==> src/rtl/avalon_ram_master.sv <==
// rtl/avalon_ram_master.sv - wide-row Avalon-MM initiator for one 32-bit arithmetic test RAM slave
// Optional macro POLL_TIMEOUT_EN: give up status polling after TIMEOUT_CYCLES and report rsp_error.
module avalon_ram_master #(
  parameter int DATA_WIDTH     = 256,
  parameter int ADDR_WIDTH     = 8,
  parameter int AV_ADDR_WIDTH  = 5,
  parameter int READ_LATENCY   = 1,
  parameter int TIMEOUT_CYCLES = 1024
) (
  input  logic                     avalon_clk,
  input  logic                     reset,
  input  logic                     cmd_valid,
  output logic                     cmd_ready,
  input  logic                     cmd_write,
  input  logic [ADDR_WIDTH-1:0]    cmd_row,
  input  logic [DATA_WIDTH-1:0]    cmd_data,
  output logic                     rsp_valid,
  output logic [DATA_WIDTH-1:0]    rsp_data,
  output logic                     rsp_error,
  output logic                     avm_read,
  output logic                     avm_write,
  output logic [AV_ADDR_WIDTH-1:0] avm_address,
  output logic [31:0]              avm_writedata,
  input  logic [31:0]              avm_readdata
);

  localparam int WORDS = DATA_WIDTH / 32;
  localparam logic [3:0] LAST_WORD = 4'(WORDS - 1);
  localparam logic [1:0] LAT = 2'(READ_LATENCY);
  localparam logic [AV_ADDR_WIDTH-1:0] ADDR_ROW    = AV_ADDR_WIDTH'(8);
  localparam logic [AV_ADDR_WIDTH-1:0] ADDR_CMD    = AV_ADDR_WIDTH'(9);
  localparam logic [AV_ADDR_WIDTH-1:0] ADDR_STATUS = AV_ADDR_WIDTH'(10);

  typedef enum logic [2:0] {
    S_IDLE,
    S_WR_DATA,
    S_SET_ROW,
    S_CMD,
    S_RD,
    S_RD_WAIT
  } state_t;

  state_t                   r_state;
  logic                     r_cmd_ready;
  logic                     r_rsp_valid;
  logic [DATA_WIDTH-1:0]    r_rsp_data;
  logic                     r_avm_read;
  logic                     r_avm_write;
  logic [AV_ADDR_WIDTH-1:0] r_avm_address;
  logic [31:0]              r_avm_writedata;
  logic                     r_is_write;
  logic                     r_is_poll;
  logic [ADDR_WIDTH-1:0]    r_row;
  logic [DATA_WIDTH-1:0]    r_data;
  logic [DATA_WIDTH-1:0]    r_rd_buf;
  logic [3:0]               r_word;
  logic [1:0]               r_lat;

  logic [3:0]               w_next_word;
  logic [DATA_WIDTH-1:0]    w_rd_merged;

`ifdef POLL_TIMEOUT_EN
  localparam int TO_W = $clog2(TIMEOUT_CYCLES + 1);
  localparam logic [TO_W-1:0] TO_LAST = TO_W'(TIMEOUT_CYCLES - 1);
  logic [TO_W-1:0] r_to_cnt;
  logic            r_rsp_error;
  assign rsp_error = r_rsp_error;
`else
  assign rsp_error = 1'b0;
`endif

  assign cmd_ready     = r_cmd_ready;
  assign rsp_valid     = r_rsp_valid;
  assign rsp_data      = r_rsp_data;
  assign avm_read      = r_avm_read;
  assign avm_write     = r_avm_write;
  assign avm_address   = r_avm_address;
  assign avm_writedata = r_avm_writedata;

  assign w_next_word = r_word + 4'd1;

  // Read row being assembled, with the word now on avm_readdata folded in.
  always_comb begin
    w_rd_merged = r_rd_buf;
    w_rd_merged[r_word*32 +: 32] = avm_readdata;
  end

  always_ff @(posedge avalon_clk or posedge reset) begin
    if (reset) begin
      r_state         <= S_IDLE;
      r_cmd_ready     <= 1'b0;
      r_rsp_valid     <= 1'b0;
      r_rsp_data      <= '0;
      r_avm_read      <= 1'b0;
      r_avm_write     <= 1'b0;
      r_avm_address   <= '0;
      r_avm_writedata <= '0;
      r_is_write      <= 1'b0;
      r_is_poll       <= 1'b0;
      r_row           <= '0;
      r_data          <= '0;
      r_rd_buf        <= '0;
      r_word          <= '0;
      r_lat           <= '0;
`ifdef POLL_TIMEOUT_EN
      r_to_cnt        <= '0;
      r_rsp_error     <= 1'b0;
`endif
    end else begin
      r_avm_read  <= 1'b0;
      r_avm_write <= 1'b0;
      r_rsp_valid <= 1'b0;
`ifdef POLL_TIMEOUT_EN
      r_rsp_error <= 1'b0;
`endif
      case (r_state)
        S_IDLE: begin
          if (cmd_valid && r_cmd_ready) begin
            r_cmd_ready <= 1'b0;
            r_is_write  <= cmd_write;
            r_row       <= cmd_row;
            r_data      <= cmd_data;
            r_word      <= '0;
            r_avm_write <= 1'b1;
            if (cmd_write) begin
              r_state         <= S_WR_DATA;
              r_avm_address   <= '0;
              r_avm_writedata <= cmd_data[31:0];
            end else begin
              r_state         <= S_SET_ROW;
              r_avm_address   <= ADDR_ROW;
              r_avm_writedata <= 32'(cmd_row);
            end
          end else begin
            r_cmd_ready <= 1'b1;
          end
        end

        S_WR_DATA: begin
          r_avm_write <= 1'b1;
          if (r_word == LAST_WORD) begin
            r_state         <= S_SET_ROW;
            r_avm_address   <= ADDR_ROW;
            r_avm_writedata <= 32'(r_row);
          end else begin
            r_word          <= w_next_word;
            r_avm_address   <= AV_ADDR_WIDTH'(w_next_word);
            r_avm_writedata <= r_data[w_next_word*32 +: 32];
          end
        end

        S_SET_ROW: begin
          r_state         <= S_CMD;
          r_avm_write     <= 1'b1;
          r_avm_address   <= ADDR_CMD;
          r_avm_writedata <= r_is_write ? 32'd1 : 32'd2;
        end

        S_CMD: begin
          if (r_is_write) begin
            r_state     <= S_IDLE;
            r_cmd_ready <= 1'b1;
            r_rsp_valid <= 1'b1;
          end else begin
            r_state       <= S_RD;
            r_avm_read    <= 1'b1;
            r_avm_address <= ADDR_STATUS;
            r_is_poll     <= 1'b1;
`ifdef POLL_TIMEOUT_EN
            r_to_cnt      <= '0;
`endif
          end
        end

        S_RD: begin
          r_state <= S_RD_WAIT;
          r_lat   <= 2'd1;
        end

        S_RD_WAIT: begin
          if (r_lat != LAT) begin
            r_lat <= r_lat + 2'd1;
          end else if (r_is_poll) begin
            // Busy: re-poll straight away; idle: start fetching staging words.
            r_state    <= S_RD;
            r_avm_read <= 1'b1;
            if (avm_readdata[0]) begin
              r_avm_address <= ADDR_STATUS;
            end else begin
              r_is_poll     <= 1'b0;
              r_word        <= '0;
              r_avm_address <= '0;
            end
          end else begin
            r_rd_buf <= w_rd_merged;
            if (r_word == LAST_WORD) begin
              r_state     <= S_IDLE;
              r_cmd_ready <= 1'b1;
              r_rsp_valid <= 1'b1;
              r_rsp_data  <= w_rd_merged;
            end else begin
              r_state       <= S_RD;
              r_avm_read    <= 1'b1;
              r_word        <= w_next_word;
              r_avm_address <= AV_ADDR_WIDTH'(w_next_word);
            end
          end
        end

        default: r_state <= S_IDLE;
      endcase

`ifdef POLL_TIMEOUT_EN
      if ((r_state == S_RD || r_state == S_RD_WAIT) && r_is_poll) begin
        r_to_cnt <= r_to_cnt + 1'b1;
        if (r_to_cnt == TO_LAST) begin
          r_state     <= S_IDLE;
          r_cmd_ready <= 1'b1;
          r_rsp_valid <= 1'b1;
          r_rsp_error <= 1'b1;
          r_avm_read  <= 1'b0;
          r_is_poll   <= 1'b0;
        end
      end
`endif
    end
  end

endmodule
==> config.mk <==
export PLATFORM = sky130hd
export DESIGN_NAME = avalon_ram_master
export DESIGN_NICKNAME = d
export VERILOG_FILES = /design/src/rtl/avalon_ram_master.sv
export SDC_FILE = /design/constraint.sdc
export NUM_CORES = 2
export LEC_CHECK = 0
export ABC_AREA = 1
export BUFFER_PORTS_ARGS = -buffer_cell sky130_fd_sc_hd__buf_2
export CAP_MARGIN = 20
export CORE_ASPECT_RATIO = 1.2
export CORE_MARGIN = 2
export CORE_UTILIZATION = 35
export CTS_BUF_LIST = sky130_fd_sc_hd__clkbuf_8 sky130_fd_sc_hd__clkbuf_16
export DETAILED_ROUTE_END_ITERATION = 8
export PLACE_DENSITY = 0.56
export SLEW_MARGIN = 0
export SYNTH_ARGS = -nofsm -noshare
export SYNTH_HDL_FRONTEND = slang
export SYNTH_SLANG_ARGS = --single-unit
==> constraint.sdc <==
create_clock -name avalon_clk -period 35.1 [get_ports avalon_clk]
set_input_delay 1.755 -clock avalon_clk [delete_from_list [all_inputs] [get_ports avalon_clk]]
set_output_delay 1.755 -clock avalon_clk [all_outputs]
set_load 0.05 [all_outputs]
==> results.json <==
{
  "status": "completed",
  "final_antenna_net_count": 0,
  "clk_pin_slew_worst_paths_ns": 0.06,
  "fin_crit_sh": 0.1364,
  "final_hold_viol_count": 0,
  "hp-class": "reg -> reg",
  "ys_seq_area_frac": 0.5332,
  "yosysUniqueCellTypes": 35,
  "clock-skew-final_ns": 0.01864,
  "gp_congestion": 0.8333,
  "drv_slew": 0,
  "period_needed_ns": 4.789,
  "wl_um": 140700,
  "grt_pass1_vias": 33610,
  "htree_num_levels": 3,
  "cts_hold_buf": 0,
  "r2r_slack_ns": 30.31,
  "via_count": 35160,
  "worstMarginPinSlew_ns": 1.270,
  "cts_sinks": 827,
  "critical_path_required_ns": 35.72,
  "cellLeakagePower_uw": 0.02359,
  "netlist_area_um2": 38810,
  "cts_buffer_depth": 3,
  "placed_area_um2": 42630,
  "slew_headroom": 0.1536,
  "fillers": 11300,
  "setup_viol": 0,
  "start_kind": "register",
  "drtIter0Drc": 3049,
  "ys_ff_latch": 827,
  "netlist_instances": 5063,
  "r2r_cells": 11,
  "yosysWarnings": 0,
  "critPathLaunch": "r_word[0]",
  "crit_fanout": 52,
  "power_density_nw_per_um2": 89.78,
  "via_per_inst": 5.048,
  "r2r_end": "rsp_data[26]",
  "max-cap-violations": 0,
  "nets": 5782,
  "die-area_um2": 113600,
  "antenna_found_initial": 33,
  "overflow": 0,
  "cts_tree": "done",
  "grt_pass1_wl_um": 211500,
  "finalInstanceArea_um2": 45600,
  "start_util": 0.3534,
  "final_common_cell": "nand2_1",
  "setup_ws_ns": 30.31,
  "drive_gt1_frac": 0.1473,
  "detailedPlace.worstSlack_ns": 29.67,
  "post_cts_buffers": 0,
  "io_buffers": 595,
  "critical_path_class": "reg -> reg",
  "cts.repair.resized": 0,
  "final_cell_mix": "2283 x nand2_1, 826 x dfrtp_1, 646 x nand3_1",
  "avgRoutedWirePerCell_um": 20.20,
  "dp_hpwl_um": 92810,
  "syn_area_per_cell_um2": 7.666,
  "clk_latency_ns": 0.69,
  "min_to": "r_data[100]",
  "drt_pass1_iterations": 5,
  "grt_max_degree": 232,
  "rsz0062_at_grt": "false",
  "min_from": "r_data[100]",
  "grt_usage": 0.2445,
  "hold_path_depth": 2,
  "coreArea_um2": 109800,
  "io-pin-count": 598,
  "root_buffer": "clkbuf_16",
  "fmax_ghz": 0.2088,
  "vdd_ir_drop_max_mv": 0.05790,
  "cts-buffers-inserted": 92,
  "fp-row-count": 133,
  "r2r-start": "r_word[0]",
  "area_delta_synth_final_pct": 17.47,
  "drc": 0,
  "die_h_um": 368.8,
  "crit_arrival_ns": 5.41,
  "fp.dieW_um": 308,
  "fin_setup_tns_ns": 0,
  "end_kind": "register"
}
-- critical path: stages (launching register included) --
cell and delay [ns]:
dfrtp_4 0.85, inv_4 0.43, ha_4 0.57, inv_4 0.56, nand2_1 0.22, nor4_4 0.24, buf_4 0.39, nand2_1 0.62
buf_8 0.38, nand2_1 0.08, nand3_1 0.06, nand2_1 0.12
-- routing by layer --
| metal | routed length, um | up-vias | global-route usage | part of all wire |
|---|---|---|---|---|
| met5 | 235 | - | 0 | 0.0017 |
| met4 | 6720 | 38 | 0.1186 | 0.048 |
| met3 | 10520 | 265 | 0.05765 | 0.075 |
| met2 | 65180 | 1163 | 0.3910 | 0.46 |
| met1 | 58040 | 16940 | 0.3105 | 0.41 |
| li1 | - | 16760 | - | - |
-- registers in the layout, indices dropped and copies added, names as in the netlist --
register       count
r_rd_buf         256
rsp_valid          1
r_row              8
r_is_poll          1
r_data           256
rsp_data         256
avm_writedata     32
r_word             4
cmd_ready          1
r_lat              2
r_state            3
r_is_write         1
avm_read           1
avm_write          1
avm_address        4
-- cells in the mapped netlist --
| cell type | instances | area share |
|---|---|---|
| nand3_1 | 646 | 0.083 |
| buf_2 | 165 | 0.021 |
| nand2_2 | 2 | 0.00032 |
| nor2_4 | 3 | 0.00087 |
| o21ai_0 | 138 | 0.018 |
| nor4_4 | 1 | 0.00055 |
| xnor2_2 | 1 | 0.00042 |
| o21bai_1 | 65 | 0.013 |
| xor2_1 | 1 | 0.00023 |
| nand3_2 | 4 | 0.0010 |
| ha_1 | 5 | 0.0016 |
| buf_1 | 15 | 0.0015 |
| clkbuf_1 | 127 | 0.012 |
| inv_1 | 379 | 0.037 |
| nor3_1 | 3 | 0.00039 |
| nor2_1 | 153 | 0.015 |
| inv_2 | 11 | 0.0011 |
| nand2_4 | 1 | 0.00029 |
| dfrtp_1 | 827 | 0.53 |
| conb_1 | 1 | 0.000097 |
| nand4_2 | 3 | 0.00097 |
| a31oi_1 | 25 | 0.0040 |
| o211ai_1 | 77 | 0.015 |
| nand4_1 | 34 | 0.0055 |
| nor2_2 | 5 | 0.00081 |
| xnor2_1 | 1 | 0.00023 |
| nand2_1 | 2284 | 0.22 |
| o21ai_1 | 37 | 0.0048 |
| a21oi_1 | 33 | 0.0043 |
| o31ai_1 | 1 | 0.00019 |
| o221ai_1 | 1 | 0.00023 |
| buf_6 | 2 | 0.00058 |
| nor2_8 | 1 | 0.00052 |
| buf_4 | 10 | 0.0019 |
| clkinv_1 | 1 | 0.000097 |
-- logic make-up (layout without fill, tap and decap cells) --
kind of cell,Yosys count,in the layout,synth area share
xor+xnor,3,3,0.0008705
other cells,1,10,0.00009661
simple gates,3140,3140,0.3302
compound gates,377,377,0.05873
fa+ha+maj,5,5,0.001612
buf+inv,710,1187,0.07533
flops,827,827,0.5332
-- power by group --
part / switching, uW / leakage (uW) / internal, uW
Clock: 416 / 0.00154 / 551
Combinational: 1180 / 0.0125 / 444
Sequential: 192 / 0.00953 / 1320
-- stage by stage --
step	hold slack [ns]	power, uW	std cells	util
after global placement	0.4509	3108	6799	0.3880
after CTS	0.4729	4127	6958	0.4150
final	0.4689	4093	6966	0.4152
after global routing	0.4842	4384	6959	0.4150
after detailed placement	0.4531	3146	6800	0.3881
after floorplan	0.4366	2653	5064	-
-- how the worst max path moves through the flow --
stage               cells after the start        endpoint
floorplan                               1  avm_address[0]
global placement                        5    rsp_data[53]
detailed placement                      5    rsp_data[55]
CTS                                    11    rsp_data[26]
global route                           11    rsp_data[16]
finish                                 11    rsp_data[26]
-- layout make-up --
class,count,area (um^2),area share
multi-input combinational,3527,15290,0.3354
sequential,827,20700,0.4540
clock inverter,49,399.1,0.008754
tap,1417,1773,0.03888
inverter,391,1495,0.03279
antenna,8,20.02,0.0004391
clock buffer,109,2547,0.05587
timing repair buffer,638,3371,0.07393
(Power assumes the default switching activity.)
